`config.mk`:
```
export PLATFORM = sky130hd
export DESIGN_NAME = irq_ctrl
export DESIGN_NICKNAME = d
export VERILOG_FILES = /design/src/rtl/ez8_pkg.sv /design/src/rtl/prio_enc.sv /design/src/rtl/irq_ctrl.sv
export SDC_FILE = /design/constraint.sdc
export NUM_CORES = 1
export LEC_CHECK = 0
export CAP_MARGIN = 20
export CORE_MARGIN = 1.5
export CORE_UTILIZATION = 41
export CTS_CLUSTER_SIZE = 8
export DETAILED_ROUTE_END_ITERATION = 16
export PLACE_DENSITY = 0.78
export SYNTH_ARGS = -nofsm -noshare
export SYNTH_HDL_FRONTEND = slang
export SYNTH_SLANG_ARGS = --single-unit
```
`constraint.sdc`:
```
create_clock -name clk -period 1.6 [get_ports clk]
set_input_delay 0.32 -clock clk [delete_from_list [all_inputs] [get_ports clk]]
set_output_delay 0.32 -clock clk [all_outputs]
set_load 0.005 [all_outputs]
```
`src/rtl/ez8_pkg.sv`:
```
// rtl/ez8_pkg.sv - shared constants and state encoding for the ez8 core blocks
package ez8_pkg;

    localparam int PC_W = 12;

    typedef enum logic [1:0] {
        IDLE    = 2'd0,
        REQ     = 2'd1,
        SERVICE = 2'd2
    } irq_state_t;

endpackage

```
`src/rtl/prio_enc.sv`:
```
// rtl/prio_enc.sv - combinational lowest-index-wins priority encoder
// Ports:
//   req  : request vector, bit 0 has the highest priority
//   any  : at least one request bit is set
//   idx  : index of the lowest set bit (0 when any is low)
module prio_enc #(
    parameter  int NUM_IRQ = 4,
    localparam int IDX_W   = (NUM_IRQ > 1) ? $clog2(NUM_IRQ) : 1
) (
    input  logic [NUM_IRQ-1:0] req,
    output logic               any,
    output logic [IDX_W-1:0]   idx
);

    always_comb begin
        any = |req;
        idx = '0;
        // Scan from the top down so the lowest set bit is written last.
        for (int i = NUM_IRQ - 1; i >= 0; i--) begin
            if (req[i]) begin
                idx = IDX_W'(i);
            end
        end
    end

endmodule

```
`src/rtl/irq_ctrl.sv`:
```
// rtl/irq_ctrl.sv - prioritized edge-triggered interrupt controller feeding pc_ctrl
// Ports:
//   clk, reset          : clock, synchronous active-high reset
//   pause               : pipeline stall; freezes the FSM, edge capture continues
//   irq                 : raw request lines, rising edge sets pending
//   mask_wr, mask_data  : enable mask write (1 = enabled)
//   gie_wr, gie_data    : global interrupt enable write
//   safe                : decode reports an instruction boundary with nothing in flight
//   retfie              : return-from-interrupt retiring this cycle
//   int_goto, int_call  : injected call strobe towards pc_ctrl
//   int_addr            : vector address, zero unless int_goto is high
//   in_service          : a handler is running
//   active_id           : line currently requested or serviced
//   pending             : latched requests, software visible
module irq_ctrl
    import ez8_pkg::*;
#(
    parameter  int              NUM_IRQ       = 4,
    parameter  logic [PC_W-1:0] VECTOR_BASE   = 12'h004,
    parameter  int              VECTOR_STRIDE = 4,
    localparam int              ID_W          = (NUM_IRQ > 1) ? $clog2(NUM_IRQ) : 1
) (
    input  logic               clk,
    input  logic               reset,
    input  logic               pause,
    input  logic [NUM_IRQ-1:0] irq,
    input  logic               mask_wr,
    input  logic [NUM_IRQ-1:0] mask_data,
    input  logic               gie_wr,
    input  logic               gie_data,
    input  logic               safe,
    input  logic               retfie,
    output logic               int_goto,
    output logic               int_call,
    output logic [PC_W-1:0]    int_addr,
    output logic               in_service,
    output logic [ID_W-1:0]    active_id,
    output logic [NUM_IRQ-1:0] pending
);

    irq_state_t         state;
    irq_state_t         state_n;
    logic [NUM_IRQ-1:0] irq_d;
    logic [NUM_IRQ-1:0] mask;
    logic               gie;
    logic               edge_armed;
    logic [NUM_IRQ-1:0] rise;
    logic [NUM_IRQ-1:0] clr_vec;
    logic [NUM_IRQ-1:0] eligible;
    logic               enc_any;
    logic [ID_W-1:0]    enc_idx;
    logic               load_id;
    logic               accept;
    logic [PC_W-1:0]    vec_addr;

    // irq_d is cleared by reset, so a line held high through reset would look
    // like a fresh edge on the first cycle out of reset. edge_armed masks that
    // one cycle while irq_d catches up with the real line levels.
    always_ff @(posedge clk) begin
        if (reset) begin
            irq_d      <= '0;
            edge_armed <= 1'b0;
        end else begin
            irq_d      <= irq;
            edge_armed <= 1'b1;
        end
    end

    assign rise = irq & ~irq_d & {NUM_IRQ{edge_armed}};

    always_ff @(posedge clk) begin
        if (reset) begin
            mask <= '0;
            gie  <= 1'b0;
        end else begin
            if (mask_wr) begin
                mask <= mask_data;
            end
            if (gie_wr) begin
                gie <= gie_data;
            end
        end
    end

    assign clr_vec = accept ? (NUM_IRQ'(1) << active_id) : '0;

    // Set is applied after clear so a new edge on the accepted line survives.
    always_ff @(posedge clk) begin
        if (reset) begin
            pending <= '0;
        end else begin
            pending <= (pending & ~clr_vec) | rise;
        end
    end

    assign eligible = pending & mask & {NUM_IRQ{gie}};

    prio_enc #(
        .NUM_IRQ (NUM_IRQ)
    ) u_prio_enc (
        .req (eligible),
        .any (enc_any),
        .idx (enc_idx)
    );

    always_ff @(posedge clk) begin
        if (reset) begin
            state     <= IDLE;
            active_id <= '0;
        end else if (!pause) begin
            state <= state_n;
            if (load_id) begin
                active_id <= enc_idx;
            end
        end
    end

    // Once in REQ the call is committed: mask/gie changes no longer matter.
    always_comb begin
        state_n  = state;
        load_id  = 1'b0;
        accept   = 1'b0;
        int_goto = 1'b0;
        case (state)
            IDLE: begin
                if (enc_any) begin
                    state_n = REQ;
                    load_id = 1'b1;
                end
            end
            REQ: begin
                int_goto = safe & ~pause;
                if (int_goto) begin
                    accept  = 1'b1;
                    state_n = SERVICE;
                end
            end
            SERVICE: begin
                if (retfie) begin
                    state_n = IDLE;
                end
            end
            default: begin
                state_n = IDLE;
            end
        endcase
    end

    // Vector arithmetic is done at PC width so wrap-around falls out naturally.
    assign vec_addr   = VECTOR_BASE + PC_W'(active_id) * PC_W'(VECTOR_STRIDE);
    assign int_addr   = int_goto ? vec_addr : '0;
    assign int_call   = int_goto;
    assign in_service = (state == SERVICE);

endmodule

```
==> flow_summary.yaml <==
status:
  outcome: "finished with violations"
  violations: "negative setup slack"
place:
  dp_slack_ns: -0.499
  place_hpwl_mm: 1.49
  placedCellCount: 151
  place.gp.congestion: 0.797
  portBuffers: 27
timing:
  rsz0062_at_grt: "yes"
  maxClockFrequency_ghz: 0.618
  period_needed_ns: 1.62
  hold_viol: 0
  fin_ws_ns: -0.0175
  period_share_pct: 101
  skew_ns: 0.00554
  report.final.slew_viol_count: 0
  setup_violations: 1
critical_path:
  crit_path_frequent_cell: "buf_6"
  arrival_ns: 1.30
  crit_slowest_cell: "dfxtp_2"
  cp_cell_sequence: "and4bb_2 > buf_6 > and2_4 > buf_6"
  start_kind: "flip-flop"
  rr_worst_depth: 6
  cp_num_cells: 4
  cp_max_fo: 3
  critical_path_class: "reg2out"
  crit_family: "simple AND/OR/NAND/NOR gates"
  cp.required_ns: 1.28
  path_buf_inv: 2
  endpoint_kind: "output pin"
  max_stage_delay_ns: 0.33
power_and_ir_drop:
  finalPower_w: 0.000879
  peakVddDrop_mv: 0.682
  p_per_area_mw_per_mm2: 698
  p_leak_nw: 0.590
logic_synthesis:
  synthArstFlopShare_pct: 0
  avgSynthCellArea_sq_um: 9.36
  synth_top_area_cell: "dfxtp_1"
  yosysUniqueCellTypes: 23
  synth_area_leaders: "dfxtp_1, buf_4, ha_1, mux2i_1, nor2_1"
  ys_seq_elements: 18
  syn_area_sq_um: 852
  synth_most_common_cell: "dfxtp_1"
  seq_area_frac_synth_pct: 42.3
  ys_top_cells_by_count: "dfxtp_1, buf_4, nor2_1"
  synth_top_cell_area_share_pct: 42.3
  yosys_warnings: 0
  syn_inst: 91
  synth_flop_cell: "dfxtp_1"
  synth_edf_count: 0
finish:
  fillers: 184
  nets: 151
  drive_above_1_share_pct: 28.5
  instances_no_fill: 157
  antenna-diode-count: 0
  area_growth_pct: 47.7
drt:
  drt_iter0_drc: 13
  route.detailed.drc: 0
  first_pass_iters: 4
  vias: 739
  wl_mm: 1.99
  detail_route.wl_per_cell_um: 12.7
  viasPerCell: 4.71
  ant_nets: 0
global_routing:
  grt_max_degree: 11
  gr-usage-all-layers_pct: 18.1
  grt_pass1_wl_mm: 3.26
  first_global_vias: 762
  antenna_found_initial: 0
  gr-total-overflow: 0
floorplanning:
  rows: 16
  fp.dieW_um: 48.6
  coreArea_sq_mm: 0.00196
  die_area_sq_mm: 0.00236
  io_pins: 37
  start_util_pct: 43.4
  fp.dieH_um: 48.6
hold_path:
  hp-class: "reg2reg"
  hold_depth: 2
clock_tree:
  cts_tree: "done"
  clock-sinks: 18
  clockRootBuffer: "clkbuf_4"
  cts-htree-levels: 1
  clk_latency_ns: 0.30
  clkSlewWorstSetupHoldPaths_ns: 0.10
  clockBufferDepth: 2
  cts.hold.buffers_added: 0
  cts_buffers: 3
job:
  drv_cap: 0
==> cell families after synthesis <==
kind of cell,share of synthesized area [%]
flops,42.3
compound gates,12.8
mux,5.87
buf+inv,13.7
fa+ha+maj,5.87
other cells,0.440
simple gates,19.1
==> cells in the final DEF (no fill, tap or decap), types with 2 or more instances in the layout <==
cell,count
inv_1,5
a21oi_1,3
mux2i_1,5
o21ai_0,3
dlygate4sd2_1,3
ha_1,3
a32o_1,2
a32oi_1,3
nand2_1,5
conb_1,9
inv_2,2
nor2_1,10
dfxtp_2,6
dfxtp_1,12
clkbuf_4,3
buf_4,12
nor2b_1,5
a22o_1,2
clkdlybuf4s50_1,17
buf_6,5
dlymetal6s2s_1,2
==> final timing paths <==
check                           startpoint            to  slack (ns)
worst min-delay path                   gie  active_id[0]        0.52
worst max register to register    state[1]    pending[2]        0.24
worst max-delay path              state[1]   int_addr[2]       -0.02
worst min register to register         gie  active_id[0]        0.52
==> registers in the layout (all words and copies together), names as in the netlist <==
name        count
irq_d           4
mask            4
pending         4
active_id       2
state           2
edge_armed      1
gie             1
==> report_power, final <==
| part | internal [W] | switching, W | total [W] |
|---|---|---|---|
| combinational | 0.0000704 | 0.0000407 | 0.000111 |
| sequential | 0.000470 | 0.0000180 | 0.000488 |
| clock | 0.000139 | 0.000141 | 0.000280 |
==> worst min-delay path: stages (launching register included) <==
cell and delay (ns):
dfxtp_1 0.35, nand4_1 0.07, o21ai_0 0.07
==> final cells by class <==
class                           count  area [sq um]  area share (%)
Inverter                            7          26.3            2.09
Sequential cell                    18           368            29.2
Multi-Input combinational cell     61           422            33.5
Timing Repair Buffer               40           373            29.6
Clock buffer                        4          36.3            2.88
Tap cell                           27          33.8            2.68
==> per-layer routing <==
layer  vias up  global-route usage, %  share of wire, %
met2        27                   36.1                55
met4         0                   2.86                 0
met5         -                      0                 0
met1       350                   17.9                39
li1        362                      -                 -
met3         0                   6.79               5.4
==> through the flow <==
stage	util [%]	instance area (sq um)	hold WS (ns)	TNS, ns
4_1_cts	62.1	1220	0.525	-0.00462
5_1_grt	64.2	1260	0.552	-0.103
6_report	64.2	1260	0.522	-0.0175
3_5_place_dp	60.1	1180	0.519	-2.60
3_3_place_gp	60.1	1180	0.504	-2.15
2_1_floorplan	-	882	0.392	0
==> timing repair <==
action                     4_1_cts  5_1_grt
setup endpoints to repair        7        9
setup buffers                    2        1
pin swaps                        2        1
cloned                           0        0
resized for setup               31       10
Note: power is estimated with default switching activity, not from simulation.
